## config.mk

```make
export PLATFORM = sky130hd
export DESIGN_NAME = z80_bus_dma
export DESIGN_NICKNAME = d
export VERILOG_FILES = /design/src/rtl/z80_bus_pkg.sv /design/src/rtl/sync_ff.sv /design/src/rtl/z80_bus_dma.sv
export SDC_FILE = /design/constraint.sdc
export NUM_CORES = 1
export LEC_CHECK = 0
export CORE_ASPECT_RATIO = 1.2
export CORE_MARGIN = 4
export CORE_UTILIZATION = 40
export CTS_CLUSTER_SIZE = 24
export DETAILED_ROUTE_END_ITERATION = 8
export HOLD_SLACK_MARGIN = 0.12
export PLACE_DENSITY = 0.7
export RECOVER_POWER = 100
export SYNTH_ARGS = -nofsm -noshare
export SYNTH_HDL_FRONTEND = slang
export SYNTH_SLANG_ARGS = --single-unit
export TNS_END_PERCENT = 5
```

## constraint.sdc

```tcl
create_clock -name clk -period 2.14 [get_ports clk]
set_clock_uncertainty 0.05 [all_clocks]
set_input_delay 0.428 -clock clk [delete_from_list [all_inputs] [get_ports clk]]
set_output_delay 0.428 -clock clk [all_outputs]
set_load 0.02 [all_outputs]
```

## src/rtl/z80_bus_pkg.sv

```systemverilog
// Shared types and widths for the Z80 bus-master DMA block.
package z80_bus_pkg;

  localparam int ADDR_W = 16;
  localparam int DATA_W = 8;

  typedef enum logic [2:0] {
    IDLE,
    REQ,
    SETUP,
    STROBE,
    DONE,
    HOLD,
    RELEASE
  } dma_state_t;

  // Saturating increment used for every cycle counter in the block.
  function automatic logic [15:0] sat_inc(input logic [15:0] v);
    return (v == 16'hFFFF) ? v : v + 16'd1;
  endfunction

endpackage

```

## src/rtl/sync_ff.sv

```systemverilog
// Multi-stage synchroniser for asynchronous single-bit CPU inputs.
module sync_ff #(
  parameter int unsigned STAGES    = 2,
  parameter logic        RESET_VAL = 1'b1
) (
  input  logic clk,
  input  logic reset,
  input  logic d_i,
  output logic q_o
);

  logic [STAGES-1:0] sync_q;
  logic [STAGES-1:0] sync_d;

  always_comb begin
    sync_d = {sync_q[STAGES-2:0], d_i};
  end

  always_ff @(posedge clk or posedge reset) begin
    if (reset) begin
      sync_q <= {STAGES{RESET_VAL}};
    end else begin
      sync_q <= sync_d;
    end
  end

  assign q_o = sync_q[STAGES-1];

endmodule

```

## src/rtl/z80_bus_dma.sv

```systemverilog
// Bus-master controller: borrows the A-Z80 bus via nBUSRQ/nBUSACK and runs
// single-byte memory reads/writes for an on-chip requester.
module z80_bus_dma
  import z80_bus_pkg::*;
#(
  parameter int unsigned ACC_CYCLES  = 2,
  parameter int unsigned IDLE_HOLD   = 4,
  parameter int unsigned ACK_TIMEOUT = 1023,
  parameter int unsigned SYNC_STAGES = 2
) (
  input  logic              clk,
  input  logic              reset,
  input  logic              req_valid,
  output logic              req_ready,
  input  logic              req_write,
  input  logic [ADDR_W-1:0] req_addr,
  input  logic [DATA_W-1:0] req_wdata,
  output logic              rsp_valid,
  output logic [DATA_W-1:0] rsp_rdata,
  output logic              err,
  output logic              nBUSRQ,
  input  logic              nBUSACK,
  output logic              bus_oe,
  output logic [ADDR_W-1:0] bus_A,
  output logic [DATA_W-1:0] bus_D_out,
  output logic              bus_D_oe,
  input  logic [DATA_W-1:0] bus_D_in,
  output logic              bus_nMREQ,
  output logic              bus_nRD,
  output logic              bus_nWR
);

  localparam logic [15:0] AckTimeoutC = 16'(ACK_TIMEOUT);
  localparam logic [15:0] IdleHoldC   = 16'(IDLE_HOLD);
  localparam logic [15:0] AccLastC    = 16'(ACC_CYCLES - 1);

  logic ack;

  sync_ff #(
    .STAGES   (SYNC_STAGES),
    .RESET_VAL(1'b1)
  ) u_ack_sync (
    .clk  (clk),
    .reset(reset),
    .d_i  (nBUSACK),
    .q_o  (ack)
  );

  dma_state_t        state_q, state_d;
  logic [15:0]       cnt_q, cnt_d;
  logic              nbusrq_q, nbusrq_d;
  logic              bus_oe_q, bus_oe_d;
  logic [ADDR_W-1:0] bus_a_q, bus_a_d;
  logic [DATA_W-1:0] bus_d_out_q, bus_d_out_d;
  logic              bus_d_oe_q, bus_d_oe_d;
  logic              nmreq_q, nmreq_d;
  logic              nrd_q, nrd_d;
  logic              nwr_q, nwr_d;
  logic              write_q, write_d;
  logic              rsp_valid_q, rsp_valid_d;
  logic [DATA_W-1:0] rsp_rdata_q, rsp_rdata_d;
  logic              err_q, err_d;

  always_comb begin
    state_d     = state_q;
    cnt_d       = sat_inc(cnt_q);
    nbusrq_d    = nbusrq_q;
    bus_oe_d    = bus_oe_q;
    bus_a_d     = bus_a_q;
    bus_d_out_d = bus_d_out_q;
    write_d     = write_q;
    nmreq_d     = 1'b1;
    nrd_d       = 1'b1;
    nwr_d       = 1'b1;
    bus_d_oe_d  = 1'b0;
    rsp_valid_d = 1'b0;
    rsp_rdata_d = rsp_rdata_q;
    err_d       = 1'b0;

    unique case (state_q)
      IDLE: begin
        if (req_valid) begin
          state_d  = REQ;
          nbusrq_d = 1'b0;
          cnt_d    = '0;
        end
      end
      REQ: begin
        if (!ack) begin
          state_d  = SETUP;
          bus_oe_d = 1'b1;
        end else if (cnt_q == AckTimeoutC) begin
          state_d = RELEASE;
          err_d   = 1'b1;
          cnt_d   = '0;
        end
      end
      SETUP: begin
        if (ack) begin
          state_d  = RELEASE;
          bus_oe_d = 1'b0;
          err_d    = 1'b1;
          cnt_d    = '0;
        end else if (req_valid) begin
          state_d     = STROBE;
          cnt_d       = '0;
          write_d     = req_write;
          bus_a_d     = req_addr;
          bus_d_out_d = req_wdata;
          nmreq_d     = 1'b0;
          nrd_d       = req_write;
          nwr_d       = !req_write;
          bus_d_oe_d  = req_write;
        end else begin
          state_d = HOLD;
          cnt_d   = '0;
        end
      end
      STROBE: begin
        if (ack) begin
          state_d  = RELEASE;
          bus_oe_d = 1'b0;
          err_d    = 1'b1;
          cnt_d    = '0;
        end else if (cnt_q == AccLastC) begin
          state_d     = DONE;
          rsp_valid_d = 1'b1;
          if (!write_q) begin
            rsp_rdata_d = bus_D_in;
          end
        end else begin
          nmreq_d    = 1'b0;
          nrd_d      = write_q;
          nwr_d      = !write_q;
          bus_d_oe_d = write_q;
        end
      end
      DONE: begin
        // A pending request skips HOLD so back-to-back transfers cost ACC_CYCLES+2.
        cnt_d   = '0;
        state_d = req_valid ? SETUP : HOLD;
      end
      HOLD: begin
        if (ack) begin
          state_d  = RELEASE;
          bus_oe_d = 1'b0;
          err_d    = 1'b1;
          cnt_d    = '0;
        end else if (req_valid) begin
          state_d = SETUP;
        end else if (cnt_q == IdleHoldC) begin
          state_d  = RELEASE;
          bus_oe_d = 1'b0;
          cnt_d    = '0;
        end
      end
      RELEASE: begin
        // bus_oe already dropped on entry; nBUSRQ follows one cycle later.
        nbusrq_d = 1'b1;
        if (nbusrq_q && ack) begin
          state_d = IDLE;
        end else if (cnt_q == AckTimeoutC) begin
          state_d = IDLE;
          err_d   = 1'b1;
        end
      end
      default: state_d = IDLE;
    endcase
  end

  always_ff @(posedge clk or posedge reset) begin
    if (reset) begin
      state_q     <= IDLE;
      cnt_q       <= '0;
      nbusrq_q    <= 1'b1;
      bus_oe_q    <= 1'b0;
      bus_a_q     <= '0;
      bus_d_out_q <= '0;
      bus_d_oe_q  <= 1'b0;
      nmreq_q     <= 1'b1;
      nrd_q       <= 1'b1;
      nwr_q       <= 1'b1;
      write_q     <= 1'b0;
      rsp_valid_q <= 1'b0;
      rsp_rdata_q <= '0;
      err_q       <= 1'b0;
    end else begin
      state_q     <= state_d;
      cnt_q       <= cnt_d;
      nbusrq_q    <= nbusrq_d;
      bus_oe_q    <= bus_oe_d;
      bus_a_q     <= bus_a_d;
      bus_d_out_q <= bus_d_out_d;
      bus_d_oe_q  <= bus_d_oe_d;
      nmreq_q     <= nmreq_d;
      nrd_q       <= nrd_d;
      nwr_q       <= nwr_d;
      write_q     <= write_d;
      rsp_valid_q <= rsp_valid_d;
      rsp_rdata_q <= rsp_rdata_d;
      err_q       <= err_d;
    end
  end

  assign req_ready = (state_q == SETUP) && !ack;
  assign rsp_valid = rsp_valid_q;
  assign rsp_rdata = rsp_rdata_q;
  assign err       = err_q;
  assign nBUSRQ    = nbusrq_q;
  assign bus_oe    = bus_oe_q;
  assign bus_A     = bus_a_q;
  assign bus_D_out = bus_d_out_q;
  assign bus_D_oe  = bus_d_oe_q;
  assign bus_nMREQ = nmreq_q;
  assign bus_nRD   = nrd_q;
  assign bus_nWR   = nwr_q;

endmodule

```

# Word-level counts from Yosys, hierarchy flattened
# Index checks and enable logic that the tools add are counted.
[word_totals]
n_memories = 0
ff_bits = 62
output_inout_bits = 41
elab_cells = 111
latchBits = 0
rom_bits = 0
mem_bits_rw = 0
[classes]
order_cmp = 0
n_bitwise = 2
n_addsub = 1
div_mod_pow = 0
muxes = 58
n_reduce_logical = 16
mul = 0
eq_ne = 19
shift = 0
[ops]
columns = ["operator", "n"]
rows = [
  ["16-bit two-way mux", 8],
  ["16-bit one-hot mux with 5 select lines", 1],
  ["3-bit two-way mux", 13],
  ["1-bit two-way mux", 28],
  ["3-bit one-hot mux with 7 select lines", 1],
  ["16-bit by 1-bit adder with 16-bit output (second input constant)", 1],
  ["16-bit by 1-bit equality test with 1-bit output (second input constant)", 1],
  ["16-bit by 10-bit equality test with 1-bit output (second input constant)", 1],
  ["16-bit equality test (second input constant)", 1],
  ["16-bit by 3-bit equality test with 1-bit output (second input constant)", 1],
  ["1-bit one-hot mux with 2 select lines", 5],
  ["5-bit AND reduction", 2],
  ["3-bit equality test (second input constant)", 3],
  ["3-bit by 2-bit != test with 1-bit output (second input constant)", 3],
  ["3-bit by 2-bit equality test with 1-bit output (second input constant)", 2],
  ["3-bit != test (second input constant)", 2],
  ["1-bit one-hot mux with 3 select lines", 2],
  ["2-bit != test (second input constant)", 2],
  ["4-bit by 3-bit != test with 1-bit output (second input constant)", 1],
  ["4-bit AND reduction", 1],
  ["2-bit OR reduction", 2],
  ["3-bit by 1-bit equality test with 1-bit output (second input constant)", 1],
  ["1-bit zero test", 3],
  ["3-bit zero test", 1],
  ["8 further kinds", 10],
]

# Depth between registers and ports, before layout
# Gate-level depths: netlist of run 1.
[logic_depth]
word_depth = 6
ltp_mapped = 9
depth_no_buf = 7

# Modules after synthesis
# From an unflattened synthesis of run 1, not the netlist that was laid out.
[unflattened]
cells_unflattened = 263
area_unflattened_um2 = 3015.4
[by_module_without_submodules]
columns = ["mod", "cells_per_inst", "seq_area_each_um2", "area_per_inst_um2", "instances"]
rows = [
  ["z80_bus_dma", 260, 1506.4, 2959.1, 1],
  ["sync_ff", 3, 52.6, 56.3, 1],
]

# Worst setup path after synthesis of run 1
# No wires, ideal clock.
[synth_timing]
path_type = "register -> register"
from = "register cnt_q[0]"
to = "register cnt_q[4]"
path_buffers = 3
stages_incl_launch_ff = 10
setup_ns = 0.072
setup_slack_ns = 0.166
period_less_slack_ns = 1.974
t_required_ns = 2.018
arrival_ns = 1.851
cell_sequence = "dfrtp_1 -> ha_1 -> and3_1 -> buf_4 -> and4_4 -> buf_6 -> a41o_1 -> o211a_4 -> buf_6 -> nor2_1"
[synth_between]
elab_chain_len = 6
word_cells_on_any_way = 13
[synth_rtl]
columns = ["element", "line", "text"]
rows = [
  ["start, declared", "z80_bus_dma.sv:50", "logic [15:0] cnt_q, cnt_d;"],
  ["start signal, assigned", "z80_bus_dma.sv:189", "cnt_q <= cnt_d;"],
  ["16-bit by 1-bit adder with 16-bit output or 16-bit equality test (tied branches)", "z80_bus_pkg.sv:19", "return (v == 16'hFFFF) ? v : v + 16'd1;"],
  ["16-bit two-way mux", "z80_bus_pkg.sv:19", ""],
  ["16-bit two-way mux", "z80_bus_dma.sv:151", "end else if (cnt_q == IdleHoldC) begin"],
  ["16-bit two-way mux", "z80_bus_dma.sv:149", "end else if (req_valid) begin"],
  ["16-bit two-way mux", "z80_bus_dma.sv:144", "if (ack) begin"],
  ["16-bit one-hot mux with 5 select lines *", "z80_bus_dma.sv:80", "unique case (state_q)"],
  ["via cnt_d[4]", "z80_bus_dma.sv:50", ""],
]
# Mark *: on every way through the listed nets, which the timed path passes. The rest lies on a longest branch.
# A chain may end at the register's enable or synchronous reset.

# Final worst setup path of run 1
[layout_timing]
from = "register cnt_q[0]"
to = "register cnt_q[8]"
# The elaborated chain is that of the path after synthesis.

==> results.toml, run 1 <==
[run_status]
outcome = "finished, final reports clean"

[setup_path]
cp.arrival_ps = 2220
endpoint = "cnt_q[8]"
r2r-end = "cnt_q[8]"
cp.required_ps = 2320
worst-r2r-cell-count = 7
rr_startpoint = "cnt_q[0]"
rrSetupSlack_ps = 100
crit_type = "flip-flop to flip-flop"
start_kind = "flip-flop"
crit_fanout = 16
end_kind = "flip-flop"
worstSetupStartpoint = "cnt_q[0]"

[clock_network]
h-tree-depth = 3
cts_buffer_depth = 2
cts_sinks = 62
tritoncts = "done"
clk_latency_ps = 330
path_clk_slew_ps = 70
cts_setup_buffers = 0
ctsRootBufferMaster = "clkbuf_8"
cts-buffers-inserted = 9

[grt]
grt_pass1_wl_um = 10800
grt_max_degree = 63
grt_use_total_pct = 15.6
grt_pass1_vias = 2228
globalRouteOverflowTotal = 0
antenna_found_initial = 0

[routing]
via_per_inst = 5.12
vias = 2279
drt.antenna.violating_nets = 0
dr.pass1.iters = 4
drtIter0Drc = 106
wire_per_inst_um = 14.6
drcViolationCount = 0
drt_wl_total_um = 6510

[floorplan]
die-area_mm2 = 0.00883
start_util_pct = 40.8
chipWidth_um = 86.4
rows = 34
dieHeight_um = 102
num_io_pins = 78
fp.coreArea_mm2 = 0.00723

[worst_hold_path]
hp-start = "u_ack_sync.sync_q[0]"
hp-class = "flip-flop to flip-flop"

[finish]
drive_gt1_share_pct = 22.5
syn_to_final_growth_pct = 39.3
regArea_mm2 = 0.00156
multi_input_area_mm2 = 0.00127
fin_nets = 390
fillers = 622
antenna_cells = 0

[sta]
period_share_pct = 95.2
setup_violations = 0
max_freq_mhz = 491
max-slew-margin-rel_pct = 10.8
min_period_ps = 2040
finalHoldViolCount = 0
tightest_slew_ps = 1340
finalMaxSlewViolations = 0
rsz0062_at_grt = "no"
tns_ps = 0

[power]
power.leakage_uw = 0.00180
power_uw = 5010
cellPowerDensity_mw_per_mm2 = 1220
max-vdd-ir-drop_mv = 0.587

[yosys]
synthAdderAreaFrac_pct = 1.27
ys_ff_latch = 62
synthFlopType = "dfrtp_1"
synth_area_mm2 = 0.00295
synth_nets = 293
synthDistinctLibCells = 53
ys_async_sr_fraction_pct = 100
yosysWarningCount = 0
avgSynthCellArea_um2 = 11.7
synth_top_family_by_area = "simple AND/OR/NAND/NOR gates"
ys_seq_area_share_pct = 52.8
synthXorXnorAreaFrac_pct = 2.97
synth_edf_count = 0
synth_compound_area_share_pct = 8.39
synth-simple-area-share_pct = 16.6
netlist_instances = 253
synthMuxAreaShare_pct = 14.3

[place]
globalplace.congestion = 0.824
hpwlAfterDp_um = 4850
io_buffers = 77

[flow_run]
maxCapViolCount = 0
-- cells in the mapped netlist (3+ instances only) --
library cell / instances / area share [%]
inv_1: 7 / 0.89
nor2_1: 22 / 2.8
and3_1: 4 / 0.85
xnor2_1: 8 / 2.4
ha_1: 3 / 1.3
o21ai_0: 8 / 1.4
mux2_2: 26 / 9.9
mux2_4: 8 / 4.1
nand2_1: 19 / 2.4
and4_1: 3 / 0.89
clkbuf_1: 3 / 0.38
nand4_1: 6 / 1.3
nor2b_1: 4 / 0.85
a21oi_1: 12 / 2.0
dfstp_2: 6 / 5.3
dfrtp_1: 56 / 47
nor3_1: 6 / 1.0
nand3_1: 7 / 1.2
buf_2: 4 / 0.68
-- power by group --
group | leakage (µW) | internal [µW] | switching [µW]
sequential | 0.000786 | 1570 | 201
combinational | 0.000904 | 1060 | 1080
clock | 0.000106 | 654 | 445
total | 0.00180 | 3290 | 1720
-- sequential cells by signal, indices dropped and copies added, names as in the netlist --
signal	count
cnt_q	16
bus_D_oe	1
bus_nWR	1
rsp_valid	1
u_ack_sync.sync_q	2
rsp_rdata	8
bus_D_out	8
bus_nRD	1
state_q	3
err	1
nBUSRQ	1
write_q	1
bus_A	16
bus_oe	1
bus_nMREQ	1
-- worst max-delay path, stage by stage (launching register included) --
cell	delay, ps
dfrtp_1	400
buf_4	160
ha_1	210
and3_1	200
and4_4	230
a41o_1	260
o211a_4	210
nor3_1	230
-- layout make-up --
type / count / area share, %
tap: 90 / 2.74
inverter: 7 / 0.639
sequential: 62 / 37.9
clock inverter: 6 / 2.10
timing repair buffer: 97 / 22.6
clock buffer: 10 / 3.10
multi-input combinational: 173 / 30.9
-- layout by cell type, fill, tap and decap left out, drive strengths merged, types with 2 or more instances in the layout --
cell,instances
nand2,19
dlygate4sd3,41
dfrtp,56
o21ai,8
a41o,2
nor4bb,2
ha,3
nor2,23
nand3,7
nor2b,4
bufinv,2
nor4,3
and3,5
inv,6
buf,20
nand4,6
xnor2,8
nor3,6
mux2,34
dfstp,6
clkinv,4
nand2b,2
clkbuf,10
nand3b,2
a21oi,12
and4,5
clkdlybuf4s50,35
xor2,2
-- worst min path at each step --
stage | end | slack (ps) | depth (start not counted)
floorplan | u_ack_sync.sync_q[1] | 300 | 0
detailed placement | u_ack_sync.sync_q[1] | 300 | 0
CTS | u_ack_sync.sync_q[1] | 310 | 0
global route | u_ack_sync.sync_q[1] | 310 | 0
global placement | u_ack_sync.sync_q[1] | 300 | 0
finish | u_ack_sync.sync_q[1] | 310 | 0
-- routing by layer --
| metal | share of wire, % | up-vias | wire (µm) | GRT usage (%) |
|---|---|---|---|---|
| li1 | - | 1109 | - | - |
| met1 | 44 | 1080 | 2860 | 21.2 |
| met2 | 47 | 82 | 3090 | 24.3 |
| met3 | 7.5 | 8 | 487 | 5.24 |
| met4 | 1.0 | 0 | 68 | 3.72 |
| met5 | 0 | - | 0 | 0 |
-- kinds of logic (layout without fill, tap and decap cells) --
group                      count (synthesis)  count (layout)
AOI/OAI and AO/OA                         37              37
xor gates and xnor gates                  10              10
adders and majority gates                  3               3
buffers and inverters                     18             120
DFF                                       62              62
muxes                                     35              35
and+or+nand+nor                           88              88
-- metrics by stage --
stage               cell area [µm²]  setup slack (ps)  hold WS, ps  cells  utilization [%]
floorplan                      2950               131          295    253                -
global placement               3930               122          300    429             54.3
detailed placement             3930              74.9          302    429             54.3
CTS                            4140              54.7          311    445             57.3
global route                   4110              17.5          311    445             56.9
finish                         4110               103          312    445             56.9
-- repair_timing --
item                       in CTS  in global routing
setup endpoints to repair       1                 10
gates resized for setup         1                  3
hold buffers                    0                  0
(Power assumes the default switching activity.)
==> run 2, diff against run 1 <==
Clock period 2.14 ns to 2.07 ns, I/O delays scaled along.
==> run 2 against run 1 <==
Total power rose by 5.3%; worst setup slack got worse by 29 ps; combinational power rose by 6%; clock-buffer cell count fell by 1; final area rose by 1.3%; fmax rose by 2.1%; die area did not move; non-clock buffer count rose by 4; core utilization rose by 0.73 points.
==> results.toml, run 2 (synthesis results as in run 1) <==
[floorplan]
chipWidth_um = 86.4
num_io_pins = 78
dieHeight_um = 102
die-area_mm2 = 0.00883
rows = 34
start_util_pct = 40.8
fp.coreArea_mm2 = 0.00723

[setup_path]
path_depth = 7
rrSetupSlack_ps = 70
r2r-end = "cnt_q[8]"
cp.required_ps = 2260
critPathTopFamily = "simple AND/OR/NAND/NOR gates"
slowest_delay_ps = 380
worstSetupStartpoint = "cnt_q[1]"
start_kind = "flip-flop"
crit_path_cell_trace = "buf_4 > ha_1 > and3_1 > and4_4 > a41o_1 > o211a_4 > nor3_1"
worst-r2r-cell-count = 7
rr_startpoint = "cnt_q[1]"
crit_buf_inv = 1
end_kind = "flip-flop"
endpoint = "cnt_q[8]"
critPathSlowestCell = "dfrtp_1"
crit_type = "flip-flop to flip-flop"
cp.arrival_ps = 2190
crit_fanout = 16

[sta]
tightest_slew_ps = 611
holdWs_ps = 306
finalMaxSlewViolations = 0
min_period_ps = 2000
max-slew-margin-rel_pct = 59.2
finalHoldViolCount = 0
setup_violations = 0
tns_ps = 0
rsz0062_at_grt = "no"
max_freq_mhz = 501
period_share_pct = 96.4

[finish]
instances_no_fill = 449
final_area_mm2 = 0.00417
antenna_cells = 0
layout_commonest_cell = "dfrtp_1"
fin_nets = 394
final_cell_mix = "dfrtp_1, dlygate4sd3_1, clkdlybuf4s50_1, mux2_2, nor2_1"
syn_to_final_growth_pct = 41.1
drive_gt1_share_pct = 25.3

[grt]
antenna_found_initial = 0
grt_use_total_pct = 16.0
globalRouteOverflowTotal = 0
grt_pass1_vias = 2296
grt_pass1_wl_um = 11100
grt_max_degree = 35

[clock_network]
path_clk_slew_ps = 70
clk_latency_ps = 340
cts_buffer_depth = 2
h-tree-depth = 3
cts_setup_buffers = 0
cts-buffers-inserted = 9
tritoncts = "done"
ctsRootBufferMaster = "clkbuf_8"
cts_sinks = 62

[power]
max-vdd-ir-drop_mv = 0.610
power.leakage_uw = 0.00181
cellPowerDensity_mw_per_mm2 = 1270

[routing]
via_per_inst = 5.10
wl_met2_um = 3170
drtIter0Drc = 128
drt.antenna.violating_nets = 0
wl_met1_um = 2960
top_layer = "met4"
route.met3.wl_um = 520
dr.pass1.iters = 4
vias = 2289
drt_wl_total_um = 6720
wire_per_inst_um = 15.0
drcViolationCount = 0

[place]
postPlaceCellArea_mm2 = 0.00396
globalplace.congestion = 0.853
placed_cells = 433
hpwlAfterDp_um = 5030
io_buffers = 77

[flow_run]
maxCapViolCount = 0

[run_status]
outcome = "finished, final reports clean"

[worst_hold_path]
hp-class = "flip-flop to flip-flop"
[run 2: per-layer routing]
metal  track usage [%]  vias up
met4              4.32        0
li1                  -     1108
met5                 0        -
met2              26.2       78
met1              20.4     1096
met3              5.16        7
[run 2: power breakdown]
part           total [µW]  leakage [µW]  internal, µW  switching (µW)
Clock                1170      0.000106           681             494
Sequential           1840      0.000785          1620             219
Combinational        2260      0.000918          1130            1130
Total                5280       0.00181          3430            1840
[run 2: how the worst min path moves through the flow]
stage	startpoint	endpoint	slack, ps	cells past startpoint
final	u_ack_sync.sync_q[0]	u_ack_sync.sync_q[1]	310	0
after global routing	u_ack_sync.sync_q[0]	u_ack_sync.sync_q[1]	310	0
after CTS	reset	bus_D_out[4]	290	2
after detailed placement	u_ack_sync.sync_q[0]	u_ack_sync.sync_q[1]	300	0
after global placement	u_ack_sync.sync_q[0]	u_ack_sync.sync_q[1]	300	0
after floorplan	u_ack_sync.sync_q[0]	u_ack_sync.sync_q[1]	300	0
[run 2: repair_timing]
action / CTS / global route
gates resized for setup: 2 / 6
hold buffers: 0 / 0
hold endpoints to repair: 0 / 0
setup endpoints to repair: 3 / 7
[run 2: final cells by class]
class,count,area [µm²]
fill,628,3070
sequential,62,1560
multi-input combinational,173,1300
timing repair buffer,101,946
clock buffer,9,124
tap,90,113
clock inverter,7,97.6
inverter,7,26.3
[run 2: per-stage QoR]
stage / power [µW] / utilization [%] / setup slack (ps)
after global placement: 4250 / 54.8 / 74.2
final: 5280 / 57.6 / 73.8
after global routing: 5590 / 57.6 / 6.31
after CTS: 5500 / 57.8 / 12.9
after detailed placement: 4310 / 54.8 / 23.0
after floorplan: 3240 / - / 74.5
